<file path="config.mk">
export PLATFORM = sky130hd
export DESIGN_NAME = fetch_pc
export DESIGN_NICKNAME = d
export VERILOG_FILES = /design/src/rtl/fetch_pc_pkg.sv /design/src/rtl/fetch_pc.sv
export SDC_FILE = /design/constraint.sdc
export NUM_CORES = 1
export LEC_CHECK = 0
export CORE_MARGIN = 10
export CORE_UTILIZATION = 41
export DETAILED_ROUTE_END_ITERATION = 7
export PLACE_DENSITY = 0.67
export SLEW_MARGIN = 20
export SYNTH_ARGS = -nofsm -noshare
export SYNTH_HDL_FRONTEND = slang
export SYNTH_SLANG_ARGS = --single-unit
</file>
<file path="constraint.sdc">
create_clock -name clk -period 4 [get_ports clk]
set_clock_uncertainty 0.05 [all_clocks]
set_input_delay 0.8 -clock clk [delete_from_list [all_inputs] [get_ports clk]]
set_output_delay 0.8 -clock clk [all_outputs]
set_load 0.02 [all_outputs]
</file>
<file path="src/rtl/fetch_pc_pkg.sv">
// Shared types and constants for the instruction-fetch front end.
package fetch_pc_pkg;

  typedef logic        u1;
  typedef logic [31:0] u32;
  typedef logic [63:0] u64;

  // Fetch FSM: FETCH has a request on the bus, IDLE waits for buffer space,
  // DRAIN keeps a wrong-path request alive until its response is discarded.
  typedef enum logic [1:0] {
    FETCH = 2'd0,
    IDLE  = 2'd1,
    DRAIN = 2'd2
  } fetch_state_t;

  localparam u64 RESET_PC_DEFAULT = 64'h0000_0000_8000_0000;

  // Redirect targets are word aligned on capture; misalignment is flagged upstream.
  function automatic u64 word_align(input u64 addr);
    return addr & ~64'h3;
  endfunction

endpackage

</file>
<file path="src/rtl/fetch_pc.sv">
// Fetch PC owner: single outstanding instruction-bus request, one-entry
// output buffer toward decode, branch redirect with wrong-path discard.
module fetch_pc
  import fetch_pc_pkg::*;
#(
  parameter u64 RESET_PC = RESET_PC_DEFAULT
) (
  input  logic        clk,
  input  logic        reset,
  input  logic        branch,
  input  logic [63:0] jump,
  output logic        imem_valid,
  output logic [63:0] imem_addr,
  input  logic        imem_data_ok,
  input  logic [31:0] imem_data,
  output logic        out_valid,
  output logic [63:0] out_pc,
  output logic [31:0] out_instr,
  input  logic        out_ready
);

  fetch_state_t state_q, state_d;
  u64           pc_q, pc_d;
  u64           req_addr_q, req_addr_d;
  u1            out_valid_q, out_valid_d;
  u64           out_pc_q, out_pc_d;
  u32           out_instr_q, out_instr_d;
  // Low during reset and for the first cycle after release so the bus
  // request only appears on the first edge after deassertion.
  u1            run_q;
  u1            consume;
  u64           jump_a;

  assign consume = out_valid_q & out_ready;
  assign jump_a  = word_align(jump);

  // Next-state decode: redirect has priority over every state transition.
  always_comb begin
    state_d     = state_q;
    pc_d        = pc_q;
    req_addr_d  = req_addr_q;
    out_valid_d = out_valid_q;
    out_pc_d    = out_pc_q;
    out_instr_d = out_instr_q;
    if (consume) begin
      out_valid_d = 1'b0;
    end
    if (branch) begin
      out_valid_d = 1'b0;
      pc_d        = jump_a;
      case (state_q)
        FETCH: begin
          if (imem_data_ok) begin
            req_addr_d = jump_a;
          end else begin
            state_d = DRAIN;
          end
        end
        IDLE: begin
          req_addr_d = jump_a;
          state_d    = FETCH;
        end
        DRAIN: begin
          if (imem_data_ok) begin
            req_addr_d = jump_a;
            state_d    = FETCH;
          end
        end
        default: state_d = FETCH;
      endcase
    end else begin
      case (state_q)
        FETCH: begin
          if (imem_data_ok) begin
            out_valid_d = 1'b1;
            out_pc_d    = req_addr_q;
            out_instr_d = imem_data;
            pc_d        = req_addr_q + 64'd4;
            state_d     = IDLE;
          end
        end
        IDLE: begin
          if (!out_valid_q || consume) begin
            req_addr_d = pc_q;
            state_d    = FETCH;
          end
        end
        DRAIN: begin
          if (imem_data_ok) begin
            req_addr_d = pc_q;
            state_d    = FETCH;
          end
        end
        default: state_d = FETCH;
      endcase
    end
  end

  // State, PC and output buffer registers with asynchronous active-low reset.
  always_ff @(posedge clk or negedge reset) begin
    if (!reset) begin
      state_q     <= FETCH;
      pc_q        <= RESET_PC;
      req_addr_q  <= RESET_PC;
      out_valid_q <= 1'b0;
      out_pc_q    <= '0;
      out_instr_q <= '0;
      run_q       <= 1'b0;
    end else begin
      state_q     <= state_d;
      pc_q        <= pc_d;
      req_addr_q  <= req_addr_d;
      out_valid_q <= out_valid_d;
      out_pc_q    <= out_pc_d;
      out_instr_q <= out_instr_d;
      run_q       <= 1'b1;
    end
  end

  assign imem_valid = run_q && (state_q != IDLE);
  assign imem_addr  = req_addr_q;
  assign out_valid  = out_valid_q;
  assign out_pc     = out_pc_q;
  assign out_instr  = out_instr_q;

endmodule

</file>
==> run_results.csv <==
group,metric,value,unit
clock_tree,root_buffer,"clkbuf_16",
floorplanning,rows,58,
job,maxCapViolCount,0,
synthesis,synth_area_leaders,"dfrtp_1 54%, nand2_1 12%, mux2i_1 4.5%, nor2_1 3.6%, xnor2_1 3.2%",
routing,top_layer,"met5",
sta,worst_slew_pin_slew,1.02,ns
floorplanning,die-area,0.0325,sq mm
clock_tree,htreeDepth,1,
synthesis,syn_area,0.0105,sq mm
power_and_ir_drop,power_switching,2.69,mW
layout,design_area,0.0143,sq mm
synthesis,synth.avg_cell_area,9.09,sq um
setup_path,startpoint_type,"flop",
routing,vias,8972,
clock_tree,post_cts_resized,0,
global_routing,grt_pass1_wl,52600,um
clock_tree,cts_buffers,26,
synthesis,synth_nets,1259,
setup_path,arrival,3.17,ns
placement,dp_cells,1688,
global_routing,track_usage,19.4,%
routing,final_antenna_net_count,0,
sta,fin_setup_tns,0,ns
layout,fin_cells,1736,
global_routing,grt_overflow,0,
routing,wl_met1,13600,um
synthesis,synth_flop_cell,"dfrtp_1",
placement,portBuffers,260,
layout,drive_above_1_share,5.27,%
setup_path,worstReg2RegEnd,"pc_q[61]$_DFFE_PN0P_",
floorplanning,die_y,180,um
synthesis,ys_ff_latch,228,
sta,grt_setup_unrepaired,"false",
power_and_ir_drop,swShare,33.9,%
routing,drc,0,
sta,slew_headroom,31.7,%
power_and_ir_drop,seq_power_share,40.9,%
floorplanning,chipWidth,180,um
routing,wl_met3,2900,um
clock_tree,clock_latency,0.52,ns
synthesis,synthArstFlopShare,100,%
setup_path,cp_top_family,"simple AND/OR/NAND/NOR gates",
setup_path,required,4.32,ns
synthesis,yosys-top-cells-count,"324 x nand2_1, 226 x dfrtp_1, 102 x nor2_1, 64 x clkbuf_1, 63 x o21ai_0",
clock_tree,cts.sinks,228,
layout,nets,1488,
power_and_ir_drop,max-vdd-ir-drop,0.361,mV
power_and_ir_drop,intPower,5.24,mW
setup_path,slowest_delay,0.66,ns
synthesis,ys_seq_area_share,54.3,%
power_and_ir_drop,comb_power_share,30.1,%
placement,hpwl,22100,um
routing,drt_iter0_drc,609,
sta,setup_viol,0,
sta,finalMaxSlewViolations,0,
sta,fmax,0.351,GHz
sta,finalHoldViolations,0,
routing,wirelength,32500,um
synthesis,yosysTopAreaCell,"dfrtp_1",
sta,period_minus_slack,2.85,ns
synthesis,synth_edf_count,0,
placement,gp_congestion,0.793,
setup_path,path_cells,"nand4_1, nor3_2, nand3_1, nor4_1, xnor2_1, o21ai_0",
routing,via_per_inst,5.17,
setup_path,path_buf_inv,0,
routing,first_pass_iters,5,
routing,wl_met2,15400,um
setup_path,rr_startpoint,"imem_addr[12]$_DFFE_PN0P_",
clock_tree,cts.clk_slew.worst_paths,0.06,ns
layout,fill_cells,2214,
clock_tree,post_cts_buffers,0,
sta,period_share,71.3,%
synthesis,post-synth-top-count-cell,"nand2_1",
synthesis,synthDistinctLibCells,42,
global_routing,grt_max_degree,99,
sta,whs,0.231,ns
routing,wl_per_cell,18.7,um
synthesis,yosysWarnings,0,
global_routing,first_global_vias,9365,
floorplanning,initial_utilization,41.8,%
floorplanning,io_pins,263,
setup_path,worstPathMaxFanout,7,
power_and_ir_drop,total_leakage_power,6.25,nW
clock_tree,hold_buffers,0,
placement,place_area,0.0134,sq mm
setup_path,worst-setup-path-type,"flop to flop",
setup_path,endpoint_kind,"flop",
setup_path,rrSetupSlack,1.15,ns
hold_path,hold_class,"primary input to asynchronous set/reset pin",
power_and_ir_drop,pwr-share-clk,29.0,%
synthesis,synth.top_cell.area_share,53.8,%
synthesis,syn_inst,1157,
clock_tree,clockBufferDepth,3,
layout,syn_to_final_growth,35.7,%
setup_path,slowest_stage,"nor3_2",
power_and_ir_drop,power_density,555,mW/mm^2
global_routing,antenna_found_initial,3,
clock_tree,cts_tree,"yes",
setup_path,r2r_cells,6,
run_status,outcome,"completed",
floorplanning,core-area,0.0252,sq mm
==> worst max-delay path by stage <==
| stage | to | startpoint | slack (ns) | cells after the start |
|---|---|---|---|---|
| 2_1_floorplan | out_pc[56]$_DFFE_PN0P_ | imem_data_ok | 1.61 | 8 |
| 4_1_cts | pc_q[61]$_DFFE_PN0P_ | imem_addr[11]$_DFFE_PN0P_ | 1.09 | 6 |
| 6_report | pc_q[61]$_DFFE_PN0P_ | imem_addr[12]$_DFFE_PN0P_ | 1.15 | 6 |
| 5_1_grt | pc_q[61]$_DFFE_PN0P_ | imem_addr[12]$_DFFE_PN0P_ | 0.95 | 6 |
| 3_5_place_dp | pc_q[59]$_DFFE_PN0P_ | imem_data_ok | 0.86 | 5 |
| 3_3_place_gp | pc_q[40]$_DFFE_PN0P_ | imem_data_ok | 0.93 | 5 |
==> flip-flops by register name, summed over array words and instances, names as in the netlist <==
signal     count
out_instr     32
pc_q          64
run_q          1
state_q        2
out_valid      1
imem_addr     64
out_pc        64
==> cell type report <==
cell class,instances,area [sq um],area share [%]
repair buffers,277,2760,19.3
clock inverters,4,22.5,0.158
clock buffers,43,806,5.64
well taps,330,413,2.89
flip-flops and latches,228,5710,40.0
multi-input cells,840,4520,31.7
diodes,1,2.50,0.0175
inverters,13,48.8,0.342
==> per-layer routing <==
layer / up-vias / GRT usage, %
met5: - / 0
met4: 2 / 4.43
met3: 46 / 7.07
li1: 4352 / -
met2: 276 / 32.2
met1: 4296 / 23.7
==> cells in the final DEF (no fill, tap or decap), drive strengths merged, types with 5 or more instances in the layout <==
cell             n
nand2          324
clkdlybuf4s50  258
dfrtp          226
nor2           102
o21ai           64
mux2i           47
a21oi           44
clkbuf          43
xnor2           39
a22oi           35
nand2b          26
a31oi           25
nand4           25
nand3           20
nor3            19
buf             19
xor2            15
inv             13
nor4            10
o221ai           7
or3              6
and3             5
==> cell families (layout without fill, tap and decap cells) <==
group,after synthesis,count (layout),synth area share [%]
other cells,1,2,0.0357
fa+ha+maj,1,1,0.119
buf+inv,89,337,3.21
flops,228,228,54.3
compound gates,188,188,10.7
mux,47,47,4.47
simple gates,549,549,22.7
xor+xnor,54,54,4.50
==> worst register-to-register path, stage by stage, from the launching register on <==
cell,delay [ns]
dfrtp_1,0.50
nand4_1,0.31
nor3_2,0.66
nand3_1,0.47
nor4_1,0.46
xnor2_1,0.16
o21ai_0,0.09
==> power by group through the flow <==
stage	Sequential, mW	Combinational (mW)	Clock (mW)
floorplan	3.62	0.788	0
global placement	3.26	2.38	0
detailed placement	3.28	2.41	0
CTS	3.25	2.43	2.37
global route	3.32	2.60	2.46
finish	3.24	2.39	2.30
==> through the flow <==
| stage | worst slack, ns | power, mW | util, % |
|---|---|---|---|
| after global placement | 0.925 | 5.64 | 53.4 |
| after global routing | 0.953 | 8.39 | 56.7 |
| after detailed placement | 0.856 | 5.69 | 53.4 |
| after CTS | 1.09 | 8.05 | 56.7 |
| final | 1.15 | 7.93 | 56.7 |
| after floorplan | 1.61 | 4.41 | - |
Power figures use the tool's default switching activity.
==> variant (config.mk and constraints unchanged) <==
Make the reset (`reset`) synchronous in one clocked block. Comments in the files are not updated.
--- a/src/rtl/fetch_pc.sv
+++ b/src/rtl/fetch_pc.sv
@@ -97,7 +97,7 @@
   end
 
   // State, PC and output buffer registers with asynchronous active-low reset.
-  always_ff @(posedge clk or negedge reset) begin
+  always_ff @(posedge clk) begin
     if (!reset) begin
       state_q     <= FETCH;
       pc_q        <= RESET_PC;
Behaviour: differs if reset is asserted again (counterexample within 4 cycles, from zero or initial values and one cycle with reset low); with reset held inactive, the same outputs for 4 cycles.
==> variant against the unedited design <==
- cell area shrank 4.4%
- die area shrank 5.2%
- setup slack lost 0.059 ns
- sequential cell count is the same
- routed wire length shrank 4.4%
- synthesized area shrank 5.8%
- utilization grew 1.1 points
- critical path type unchanged
- highest routed layer is now met4
Power is not compared: it rests on default switching activity, and its combinational part moved more than twofold at a synthesized area within 25%.
==> variant: results (changes against the unedited design) <==
classification of the worst-slack hold path flop to flop; library cell contributing the largest single delay on the critical path or4_1; global placement routability congestion 0.845 (+6.5%); number of distinct standard cells referenced by the synthesized netlist 47 (+12%); clock-cell share of area 6.81% (+1.0 points); fraction of synthesized cell area in xor and xnor cells 4.86% (+0.37 points); post-route non-filler standard cell count 1731 (-0.29%); number of nets in the finished design 1494 (+0.40%); HPWL after DPL 20.8 mm (-5.6%); number of DRC markers in iteration 0 675 (+11%); area taken by flip-flops and latches 4560 um^2 (-20%); non-clock inverter total of the final layout 17 (+4); largest net degree at the start of global routing 131 (+32%); ANT cells 2 (+1); post-route standard cell area excluding fillers 13600 um^2 (-4.4%); multi-input gate count 842 (+0.24%); initial antenna violation count 2 (-1); most frequently used flop master after synthesis dfxtp_1; total detailed-routing wirelength 31.1 mm (-4.4%); maximum fanout along the worst path 8 (+1); Post-DP Area 12700 um^2 (-5.5%); clock tree buffer count of the final layout 36 (-16%); sequential-to-total area share from yosys stat 46.1% (-8.2 points); via count of the first global-routing pass 8975 (-4.2%); fraction of final layout cells with drive strength greater than 1 5.18% (-0.090 points); run status completed; Tot GR Track Use 19.3% (-0.18 points); area fraction in compound gates after synthesis 18.1% (+7.4 points); synthesized instance count 1185 (+2.4%); Async SR Flop Fraction 0% (-100 points)
==> variant: cell types whose count changed after synthesis, moves of 46 or more <==
cell,before,now
a21oi_1,44,102
nand2_1,324,232
o21ai_0,63,17
dfxtp_1,0,228
a211oi_1,0,67
dfrtp_1,226,0
==> variant: cell families (layout without fill, tap and decap cells) <==
logic type / Yosys count / after routing
compound gates: 273 / 273
xor+xnor: 55 / 55
fa+ha+maj: 1 / 1
buf+inv: 115 / 340
flops: 228 / 228
mux: 64 / 64
other cells: 0 / 2
simple gates: 449 / 449
==> variant: report_power, final <==
part	switching, mW	internal, mW	total (mW)
Sequential	0.155	2.41	2.56
Clock	0.946	1.65	2.60
Combinational	0.466	0.416	0.883
==> variant: path summary, 6_finish.rpt <==
kind,startpoint,to,slack [ns],cells past startpoint
worst min register to register,out_pc[56]$_SDFFE_PN0P_,out_pc[56]$_SDFFE_PN0P_,0.40,2
worst min-delay path,out_pc[56]$_SDFFE_PN0P_,out_pc[56]$_SDFFE_PN0P_,0.40,2
worst max register to register,imem_addr[2]$_SDFFE_PN0P_,pc_q[54]$_SDFFE_PN0P_,1.09,7
worst max-delay path,imem_addr[2]$_SDFFE_PN0P_,pc_q[54]$_SDFFE_PN0P_,1.09,7
==> variant: per-layer routing <==
| layer | global-route usage, % | vias up | share of wire [%] |
|---|---|---|---|
| met5 | 0 | - | 0 |
| met3 | 6.65 | 45 | 9.0 |
| met2 | 31.2 | 275 | 46 |
| met4 | 4.38 | 0 | 1.8 |
| met1 | 24.2 | 4327 | 44 |
| li1 | - | 4605 | - |
==> variant: per-stage QoR <==
stage	total power [mW]	setup WS, ns
after detailed placement	3.50	0.842
final	6.04	1.09
after floorplan	3.08	1.56
after global routing	6.28	0.928
after CTS	6.11	1.08
after global placement	3.48	0.906
